$ cat src/rtl/fetch_pkg.sv
// Shared constants and the buffered fetch entry type for the instruction fetch unit.
package fetch_pkg;

  localparam int unsigned FETCH_DEPTH      = 2;
  localparam int unsigned WORD_SHIFT       = 2;
  localparam logic [31:0] DEFAULT_RESET_PC = 32'h0000_0000;

  typedef struct packed {
    logic [31:0] pc;
    logic [31:0] instr;
  } fetch_entry_t;

endpackage

$ cat src/rtl/fetch_buffer.sv
// Oldest-first FIFO of fetched {pc, word} entries with push, pop and synchronous flush.
module fetch_buffer
  import fetch_pkg::*;
#(
  parameter int unsigned DEPTH = FETCH_DEPTH,
  parameter int unsigned CW    = $clog2(DEPTH + 1)
) (
  input  logic          clk,
  input  logic          rst_n,
  input  logic          push,
  input  fetch_entry_t  push_data,
  input  logic          pop,
  input  logic          flush,
  output fetch_entry_t  head,
  output logic [CW-1:0] count,
  output logic          empty,
  output logic          full
);

  localparam int unsigned PW = (DEPTH > 1) ? $clog2(DEPTH) : 1;

  fetch_entry_t  mem [DEPTH];
  logic [PW-1:0] rd_ptr;
  logic [PW-1:0] wr_ptr;

  function automatic logic [PW-1:0] bump(input logic [PW-1:0] p);
    return (p == PW'(DEPTH - 1)) ? '0 : p + PW'(1);
  endfunction

  // Flush wins over push and pop in the same cycle.
  always_ff @(posedge clk or negedge rst_n) begin
    if (!rst_n) begin
      for (int unsigned i = 0; i < DEPTH; i++) mem[i] <= '0;
      rd_ptr <= '0;
      wr_ptr <= '0;
      count  <= '0;
    end else if (flush) begin
      rd_ptr <= '0;
      wr_ptr <= '0;
      count  <= '0;
    end else begin
      if (push) begin
        mem[wr_ptr] <= push_data;
        wr_ptr      <= bump(wr_ptr);
      end
      if (pop) rd_ptr <= bump(rd_ptr);
      count <= count + CW'(push) - CW'(pop);
    end
  end

  assign head  = mem[rd_ptr];
  assign empty = (count == '0);
  assign full  = (count == CW'(DEPTH));

endmodule

$ cat src/rtl/fetch_unit.sv
// Sequential instruction fetch with redirect flush; FETCH_PREFETCH_EN enables a DEPTH-deep
// prefetch window, otherwise one word is buffered or in flight at a time.
module fetch_unit
  import fetch_pkg::*;
#(
  parameter logic [31:0] RESET_PC = DEFAULT_RESET_PC,
  parameter int unsigned DEPTH    = FETCH_DEPTH
) (
  input  logic        clk,
  input  logic        rst_n,
  output logic        mem_act,
  output logic        mem_ldr,
  output logic        mem_str,
  output logic [31:0] mem_addr,
  input  logic [31:0] mem_valout,
  input  logic        br_valid,
  input  logic [31:0] br_target,
  output logic        instr_valid,
  input  logic        instr_ready,
  output logic [31:0] instr,
  output logic [31:0] instr_pc
);

`ifdef FETCH_PREFETCH_EN
  localparam int unsigned BUF_DEPTH = DEPTH;
`else
  localparam int unsigned BUF_DEPTH = (DEPTH > 1) ? 1 : DEPTH;
`endif
  localparam int unsigned CW = $clog2(BUF_DEPTH + 1);

  logic [31:0]   pc;
  logic          inflight;
  logic [31:0]   inflight_pc;
  logic          drop;
  logic [CW-1:0] count;
  logic          empty;
  logic          full;
  fetch_entry_t  head;
  fetch_entry_t  ret_entry;
  logic          pop;
  logic          push;
  logic          issue;

  assign pop = !empty && instr_ready;

  // Issue credit counts in-flight words so the buffer cannot overflow.
`ifdef FETCH_PREFETCH_EN
  assign issue = rst_n && !br_valid &&
                 ((32'(count) + 32'(inflight)) < (BUF_DEPTH + 32'(pop)));
`else
  assign issue = rst_n && !br_valid && (count == '0) && !inflight;
`endif

  // A return arriving during a redirect belongs to the old stream and is discarded.
  assign push      = inflight && !drop && !br_valid && (!full || pop);
  assign ret_entry = '{pc: inflight_pc, instr: mem_valout};

  always_ff @(posedge clk or negedge rst_n) begin
    if (!rst_n) begin
      pc          <= RESET_PC;
      inflight    <= 1'b0;
      inflight_pc <= '0;
      drop        <= 1'b0;
    end else begin
      inflight <= issue;
      drop     <= br_valid && inflight;
      if (issue) inflight_pc <= pc;
      if (br_valid)   pc <= {br_target[31:2], 2'b00};
      else if (issue) pc <= pc + 32'd4;
    end
  end

  fetch_buffer #(
    .DEPTH (BUF_DEPTH),
    .CW    (CW)
  ) u_buf (
    .clk       (clk),
    .rst_n     (rst_n),
    .push      (push),
    .push_data (ret_entry),
    .pop       (pop),
    .flush     (br_valid),
    .head      (head),
    .count     (count),
    .empty     (empty),
    .full      (full)
  );

  assign mem_act     = issue;
  assign mem_ldr     = issue;
  assign mem_str     = 1'b0;
  assign mem_addr    = pc >> WORD_SHIFT;
  assign instr_valid = !empty;
  assign instr       = head.instr;
  assign instr_pc    = head.pc;

endmodule
$ cat config.mk
export PLATFORM = sky130hd
export DESIGN_NAME = fetch_unit
export DESIGN_NICKNAME = d
export VERILOG_FILES = /design/src/rtl/fetch_pkg.sv /design/src/rtl/fetch_buffer.sv /design/src/rtl/fetch_unit.sv
export SDC_FILE = /design/constraint.sdc
export NUM_CORES = 1
export LEC_CHECK = 0
export ABC_AREA = 0
export CAP_MARGIN = 0
export CORE_ASPECT_RATIO = 0.7
export CORE_MARGIN = 10
export CORE_UTILIZATION = 40
export DETAILED_ROUTE_END_ITERATION = 8
export HOLD_SLACK_MARGIN = 0.15
export PLACE_DENSITY = 0.7
export SYNTH_ARGS = -nofsm -noshare
export SYNTH_HDL_FRONTEND = slang
export SYNTH_SLANG_ARGS = --single-unit
$ cat constraint.sdc
create_clock -name clk -period 4.1 [get_ports clk]
set_input_delay 0.41 -clock clk [delete_from_list [all_inputs] [get_ports clk]]
set_output_delay 0.41 -clock clk [all_outputs]
set_load 0.005 [all_outputs]
==> results of run 1 <==
## flip-flops by register name, summed over array words and instances (netlist names)
register     count
inflight         1
u_buf.count      1
pc              30
inflight_pc     30
u_buf.mem       62
drop             1
## layout make-up
type	count	area [sq um]	area share
multi-input combinational	278	2160	0.280
timing repair buffer	166	1650	0.213
inverter	4	15.0	0.00194
tap	185	231	0.0300
clock inverter	8	67.6	0.00875
clock buffer	22	474	0.0614
sequential	125	3130	0.405
## worst max path at each step
stage | startpoint | to | slack [ns] | depth (start not counted)
6_report | rst_n | mem_act | 1.14 | 5
4_1_cts | rst_n | mem_act | 1.11 | 5
2_1_floorplan | u_buf.count | pc[19] | 2.05 | 5
5_1_grt | rst_n | mem_act | 1.03 | 5
3_5_place_dp | rst_n | pc[19] | 1.56 | 5
3_3_place_gp | rst_n | pc[19] | 1.58 | 5
## routing by layer
layer  up-vias  wire (microns)  GRT usage
met1      1984            6540      0.197
li1       1889               -          -
met5         -               0          0
met2       138            6640      0.239
met3        12            1220     0.0681
met4         0             172     0.0522
## power by group
part	switching, mW	leakage [nW]	internal [mW]
sequential	0.204	1.47	1.56
clock	0.510	0.271	0.867
combinational	0.336	1.37	0.743
total	1.05	3.11	3.17
## worst max-delay path: stages
cell and delay [ns]:
dlygate4sd3_1 0.58, buf_6 0.36, nor4b_4 0.30, buf_4 0.32, clkdlybuf4s50_1 0.57
## layout by cell type, fill, tap and decap left out, drive strengths merged, types with 5 or more instances in the layout
cell and instances:
conb 5, o21ai 18, xnor2 5, or4 11
buf 7, clkbuf 22, or3 5, nand2 26
nand4 14, clkinv 6, xor2 6, nor2 14
o31ai 8, nand3 19, clkdlybuf4s50 158, a31oi 9
mux2 92, nor2b 6, dfrtp 125
## metrics by stage
step | util | instance area, sq um | worst slack [ns] | total power, mW
after global placement | 0.544 | 7170 | 1.58 | 2.85
final | 0.586 | 7720 | 1.14 | 4.23
after global routing | 0.586 | 7720 | 1.03 | 4.48
after CTS | 0.586 | 7720 | 1.11 | 4.28
after floorplan | - | 5410 | 2.05 | 2.15
after detailed placement | 0.544 | 7170 | 1.56 | 2.89
## synth_stat cells (6+ instances only)
library cell,count,share of area
a31oi_1,9,0.010
buf_4,6,0.0083
clkbuf_1,18,0.013
dfrtp_1,125,0.58
mux2_2,92,0.19
nand2_1,26,0.018
nand3_1,19,0.018
nand4_1,14,0.016
nor2_1,14,0.0097
nor2b_1,6,0.0070
o21ai_0,18,0.017
o31ai_1,8,0.011
or4_1,11,0.015
xor2_1,6,0.0097
## cell families after synthesis
| logic type | synth area share |
|---|---|
| flip-flops | 0.580 |
| AO/OA/AOI/OAI | 0.0587 |
| XOR/XNOR | 0.0179 |
| AND/OR/NAND/NOR | 0.124 |
| adder cells (fa/ha/maj) | 0.00232 |
| multiplexers | 0.192 |
| other | 0.000695 |
| buffers and inverters | 0.0253 |
==> key figures, run 1 <==
Synthesis
  • Fraction of the yosys area taken by sequential cells: 0.580
  • Post-synthesis register bit count: roughly 130
  • Synth cell types: 41
  • Mean instance size in the synthesized netlist: about 13 sq um
  • Dominant synthesized flop cell: dfrtp_1
  • Yosys warning count: 0
  • Synthesized netlist cell count: approximately 430
  • Cell area after synthesis: 5400 sq um
  • Synth async-reset ratio: 1.00
  • EDFF count, synth: 0

Clocking
  • Number of buffers created by CTS: 17
  • Buffer cell driving the clock tree root: clkbuf_16
  • Hold buffer count at CTS: 1
  • TritonCTS clock tree: built
  • Cts repair resizes: 0
  • Maximum level of the CTS H-tree: 4
  • Post-CTS Repair Setup Buffers: 0
  • Buffer depth of the longest clock path: 2
  • Clock Sink Count: about 130
  • Clock-pin slew of the registers on the worst-case setup and hold paths: 0.05 ns
  • Clock latency on the worst-skew pair: 0.41 ns

Global routing
  • Number of global-route vias before repair: 4138
  • Number of antenna violations at the first check in global routing: 0
  • Overall track demand over capacity in global routing: 0.157
  • Largest net degree at the start of global routing: 87
  • Overall overflow remaining after global route: 0
  • First-pass GRT wire length: roughly 23000 microns

Floorplanning
  • Die extent in x: approximately 160 microns
  • Site row count: 35
  • Die ar.: around 19000 sq um
  • Die height: roughly 120 microns
  • Number of primary I/O pins: about 170
  • Effective utilization at floorplan: 0.409
  • Core Footprint: 13200 sq um

STA
  • Worst Clk Skew: roughly 0.0095 ns
  • Highest achievable clock rate: roughly 340 MHz
  • Final-report setup violation count: 0
  • Post-Route Setup TNS: 0 ns
  • Number of failing hold endpoints at the final stage: 0
  • Minimum period implied by the final worst setup slack: a little under 3 ns
  • Worst slew margin: 0.250
  • Fin crit share: 0.722
  • Slew at the pin with the worst max-slew slack: roughly 1.1 ns
  • Max-slew violations: 0
  • Setup repair after global routing missed its margin: no
  • Hold slack final: 0.494 ns

Critical path
  • CP Data Required Time: about 3.7 ns
  • Setup slack on the worst flop-to-flop path: about 1.7 ns
  • Critical path peak fanout: 43
  • Data arrival at the endpoint of the critical path: 2.55 ns
  • Worst Setup Start Kind: primary input
  • Reg2reg path depth: 5
  • Startpoint of the worst-slack reg-to-reg timing path: pc[3]
  • Endpoint of the worst register-to-register path: pc[26]
  • Setup Crit Path Kind: in2out
  • Crit end category: output port

Worst hold path
  • Number of stages on the worst hold path: 3
  • Worst min-delay path endpoint: inflight
  • Class of the most critical hold timing path: in2reg
  • Hold path startpoint: br_valid

Routing
  • Post-DRT Antenna Nets: 0
  • DRC marker count from the first detailed-route iteration: about 230
  • Post-Route WL: approximately 15000 microns
  • TritonRoute pass-1 iters: 4
  • Average wire per cell in the routed design: around 18 microns
  • Number of vias per cell: between 5 and 6
  • Via count: between 4000 and 5000
  • Total DRC errors in the routed layout: 0

Finish
  • Layout cell share with drive strength beyond 1: 0.219
  • Area Overhead vs Synth: 43.1%
  • Number of nets at the end of the flow: approximately 660
  • Number of fill cells: 1103
  • Non-Filler Instances: ~790
  • Number of diodes added for antenna fixing: 0

Power
  • Largest vdd supply drop: between 0.3 and 0.4 mV
  • Leakage Power: 3.11 nW
  • Power Density: 547 nW/um^2

Placement
  • Final estimated routing congestion in global placement: approximately 0.82
  • Number of input and output port buffers inserted: 160
  • HPWL after detailed placement: slightly above 10000 microns
  • Number of placed instances with taps included: approximately 760

Outcome
  • Outcome: complete, no violations

Run
  • Max cap viols: 0
(Power assumes the default switching activity.)
==> inputs of run 2 (changes only) <==
--- a/config.mk
+++ b/config.mk
@@ -12,7 +12,7 @@
 export CORE_UTILIZATION = 40
 export DETAILED_ROUTE_END_ITERATION = 8
 export HOLD_SLACK_MARGIN = 0.15
-export PLACE_DENSITY = 0.7
+export PLACE_DENSITY = 0.73
 export SYNTH_ARGS = -nofsm -noshare
 export SYNTH_HDL_FRONTEND = slang
 export SYNTH_SLANG_ARGS = --single-unit
==> constraint.sdc (replaced) <==
create_clock -name clk -period 2.5 [get_ports clk]
set_input_delay 0.25 -clock clk [delete_from_list [all_inputs] [get_ports clk]]
set_output_delay 0.25 -clock clk [all_outputs]
set_load 0.005 [all_outputs]
==> run 2 against run 1 <==
  * Cell area increased by 1.5%
  * Sequential power increased by 64%
  * Critical endpoint is now mem_ldr
  * Register-to-register slack got worse by 1.4 ns
  * Critical path depth decreased by 2
  * First-iteration DRC count increased by 39%
==> key figures, run 2 (synthesized netlist as in run 1, its figures left out) <==
STA
  • Setup repair after global routing missed its margin: no (unchanged)
  • Final-report setup violation count: 0 (unchanged)
  • Minimum period implied by the final worst setup slack: 2.37 ns
  • Setup slack after layout: 0.134 ns (was 1.14 ns)
  • Number of failing hold endpoints at the final stage: 0 (unchanged)
  • Slew at the pin with the worst max-slew slack: 1.06 ns (was 1.12 ns)
  • Highest achievable clock rate: around 420 MHz
  • Worst slew margin: 0.291 (was 0.250)
  • Fin crit share: 0.946
  • Worst Clk Skew: 0.00577 ns (was 0.00949 ns)
  • Post-Route Setup TNS: 0 ns (unchanged)
  • Max-slew violations: 0 (unchanged)
  • Hold slack final: 0.211 ns (was 0.494 ns)

Outcome
  • Outcome: complete, no violations (unchanged)

Finish
  • Largest registers: u_buf.mem (62), inflight_pc (30), pc (30) (unchanged)
  • Non-Filler Instances: 801 (was 788)
  • Number of diodes added for antenna fixing: 0 (unchanged)
  • Final Util: 0.595 (was 0.586)
  • Layout cell share with drive strength beyond 1: 0.232 (was 0.219)
  • Flip-flop count of the largest register, all copies and words added: 62 (unchanged)
  • Area Overhead vs Synth: 45.2% (was 43.1%)
  • Final Instance Area: 7840 sq um (was 7720 sq um)
  • Most frequent cells in the layout: clkdlybuf4s50_1, dfrtp_1, mux2_2, nand2_1, nand3_1 (unchanged)
  • Number of nets at the end of the flow: 673 (was 661)
  • Commonest non-fill, non-tap cell in the layout: clkdlybuf4s50_1 (unchanged)
  • Register ranked first by flip-flop count: u_buf.mem (unchanged)

Global routing
  • First-pass GRT wire length: 24200 microns (was 23000 microns)
  • Overall overflow remaining after global route: 0 (unchanged)
  • Number of antenna violations at the first check in global routing: 0 (unchanged)
  • Largest net degree at the start of global routing: 85 (was 87)
  • Overall track demand over capacity in global routing: 0.163 (was 0.157)
  • Number of global-route vias before repair: 4341 (was 4138)

Clocking
  • Clock latency on the worst-skew pair: 0.41 ns (about the same)
  • Cts repair resizes: 0 (unchanged)
  • Clock Sink Count: 125 (unchanged)
  • Maximum level of the CTS H-tree: 4 (unchanged)
  • Number of buffers created by CTS: 17 (unchanged)
  • Buffer depth of the longest clock path: 2 (unchanged)
  • TritonCTS clock tree: built (unchanged)
  • Buffer cell driving the clock tree root: clkbuf_16 (unchanged)
  • Clock-pin slew of the registers on the worst-case setup and hold paths: 0.05 ns (about the same)

Power
  • Internal cell power: 5.34 mW (was 3.17 mW)
  • Clk pwr share: 0.337 (was 0.326)
  • Switching Power: 1.76 mW (was 1.05 mW)
  • Reg power frac: 0.408 (was 0.419)
  • Leakage Power: 3.18 nW (was 3.11 nW)
  • Largest vdd supply drop: 0.520 mV (was 0.372 mV)
  • Power Density: 905 nW/um^2 (was 547 nW/um^2)
  • Switching share of total power: 0.248 (was 0.249)
  • Relative contribution of combinational cells to total power: 0.255 (about the same)
  • Post-route total power: 7.09 mW (was 4.23 mW)

Placement
  • Final estimated routing congestion in global placement: 0.836 (was 0.815)
  • HPWL after detailed placement: 11200 microns (was 10400 microns)
  • Placement-stage worst setup slack: 0.302 ns (was 1.56 ns)
  • Placed cell area: 7260 sq um (was 7170 sq um)
  • Number of input and output port buffers inserted: 160 (unchanged)
  • Number of placed instances with taps included: 769 (was 757)

Critical path
  • Critical path's largest stage delay: 0.51 ns (was 0.58 ns)
  • CP Data Required Time: 2.25 ns (was 3.69 ns)
  • Cell-by-cell trace of the critical path: nor4b_4 > buf_4 > clkdlybuf4s50_1 (was dlygate4sd3_1 > buf_6 > nor4b_4 > buf_4 > clkdlybuf4s50_1)
  • Worst setup path startpoint: u_buf.count (was rst_n)
  • Cell with the biggest individual delay on the critical path: clkdlybuf4s50_1 (was dlygate4sd3_1)
  • Data arrival at the endpoint of the critical path: 2.12 ns (was 2.55 ns)
  • Worst Setup Start Kind: flip-flop (was primary input)
  • Startpoint of the worst-slack reg-to-reg timing path: pc[2] (was pc[3])
  • Setup Crit Path Kind: reg2out (was in2out)
  • Crit end category: output port (unchanged)
  • Critical path peak fanout: 6 (was 43)

Floorplanning
  • Effective utilization at floorplan: 0.409 (unchanged)
  • Number of primary I/O pins: 168 (unchanged)
  • Die ar.: 18600 sq um (unchanged)
  • Site row count: 35 (unchanged)
  • Die height: 117 microns (unchanged)
  • Die extent in x: 159 microns (unchanged)
  • Core Footprint: 13200 sq um (unchanged)

Worst hold path
  • Class of the most critical hold timing path: in2async (was in2reg)

Routing
  • Number of vias per cell: 5.19 (was 5.11)
  • Via count: 4158 (was 4023)
  • DRC marker count from the first detailed-route iteration: 312 (was 225)
  • Average wire per cell in the routed design: 18.9 microns (was 18.5 microns)
  • Post-DRT Antenna Nets: 0 (unchanged)
  • TritonRoute pass-1 iters: 4 (unchanged)
  • Total DRC errors in the routed layout: 0 (unchanged)
  • Post-Route WL: 15200 microns (was 14600 microns)

Run
  • Max cap viols: 0 (unchanged)
[run 2: changes by cell type in the layout (fill, tap and decap cells not counted)]
cell       delta
nand2_2       +1
clkbuf_1      +2
nand2_4       -1
clkinv_2      -2
bufinv_16     +1
buf_4        +12
[run 2: layer usage]
metal / track usage / share of wire
met1: 0.205 / 0.45
met3: 0.0549 / 0.074
met4: 0.0665 / 0.016
met2: 0.256 / 0.46
met5: 0 / 0
[run 2: worst paths after layout]
| check | end | cells past startpoint | slack [ns] |
|---|---|---|---|
| max in group asynchronous | pc[30] | 4 | 0.50 |
| min reg2reg | u_buf.mem[40] | 1 | 0.50 |
| max reg2reg | pc[22] | 5 | 0.27 |
| min in group clk | inflight_pc[7] | 3 | 0.32 |
| min | u_buf.count | 2 | 0.21 |
| max | mem_ldr | 3 | 0.13 |
[run 2: cell type report]
cell class,instances,area [sq um]
Clock buffer,24,482
Clock inverter,7,87.6
Fill cell,1067,5340
Inverter,4,15.0
Multi-Input combinational cell,278,2160
Sequential cell,125,3130
Tap cell,185,231
Timing Repair Buffer,178,1740
[run 2: repair_timing]
action	in CTS	in global routing
endpoints found under the setup margin	0	0
hold buffers	1	0
setup buffers	0	0
hold endpoints to repair	41	0
[run 2: worst max-delay path: cells and delay by family, from the launching register on]
| family | cells | cell delay, ns |
|---|---|---|
| simple gates | 1 | 0.50 |
| flops | 1 | 0.45 |
| buf+inv | 2 | 0.75 |
[run 2: power groups by stage]
stage | sequential, mW | clock, mW | combinational, mW
after detailed placement | 2.93 | 0 | 1.84
final | 2.90 | 2.39 | 1.81
after floorplan | 2.91 | 0 | 0.612
after global routing | 2.98 | 2.52 | 1.96
after global placement | 2.89 | 0 | 1.81
after CTS | 2.90 | 2.43 | 1.85
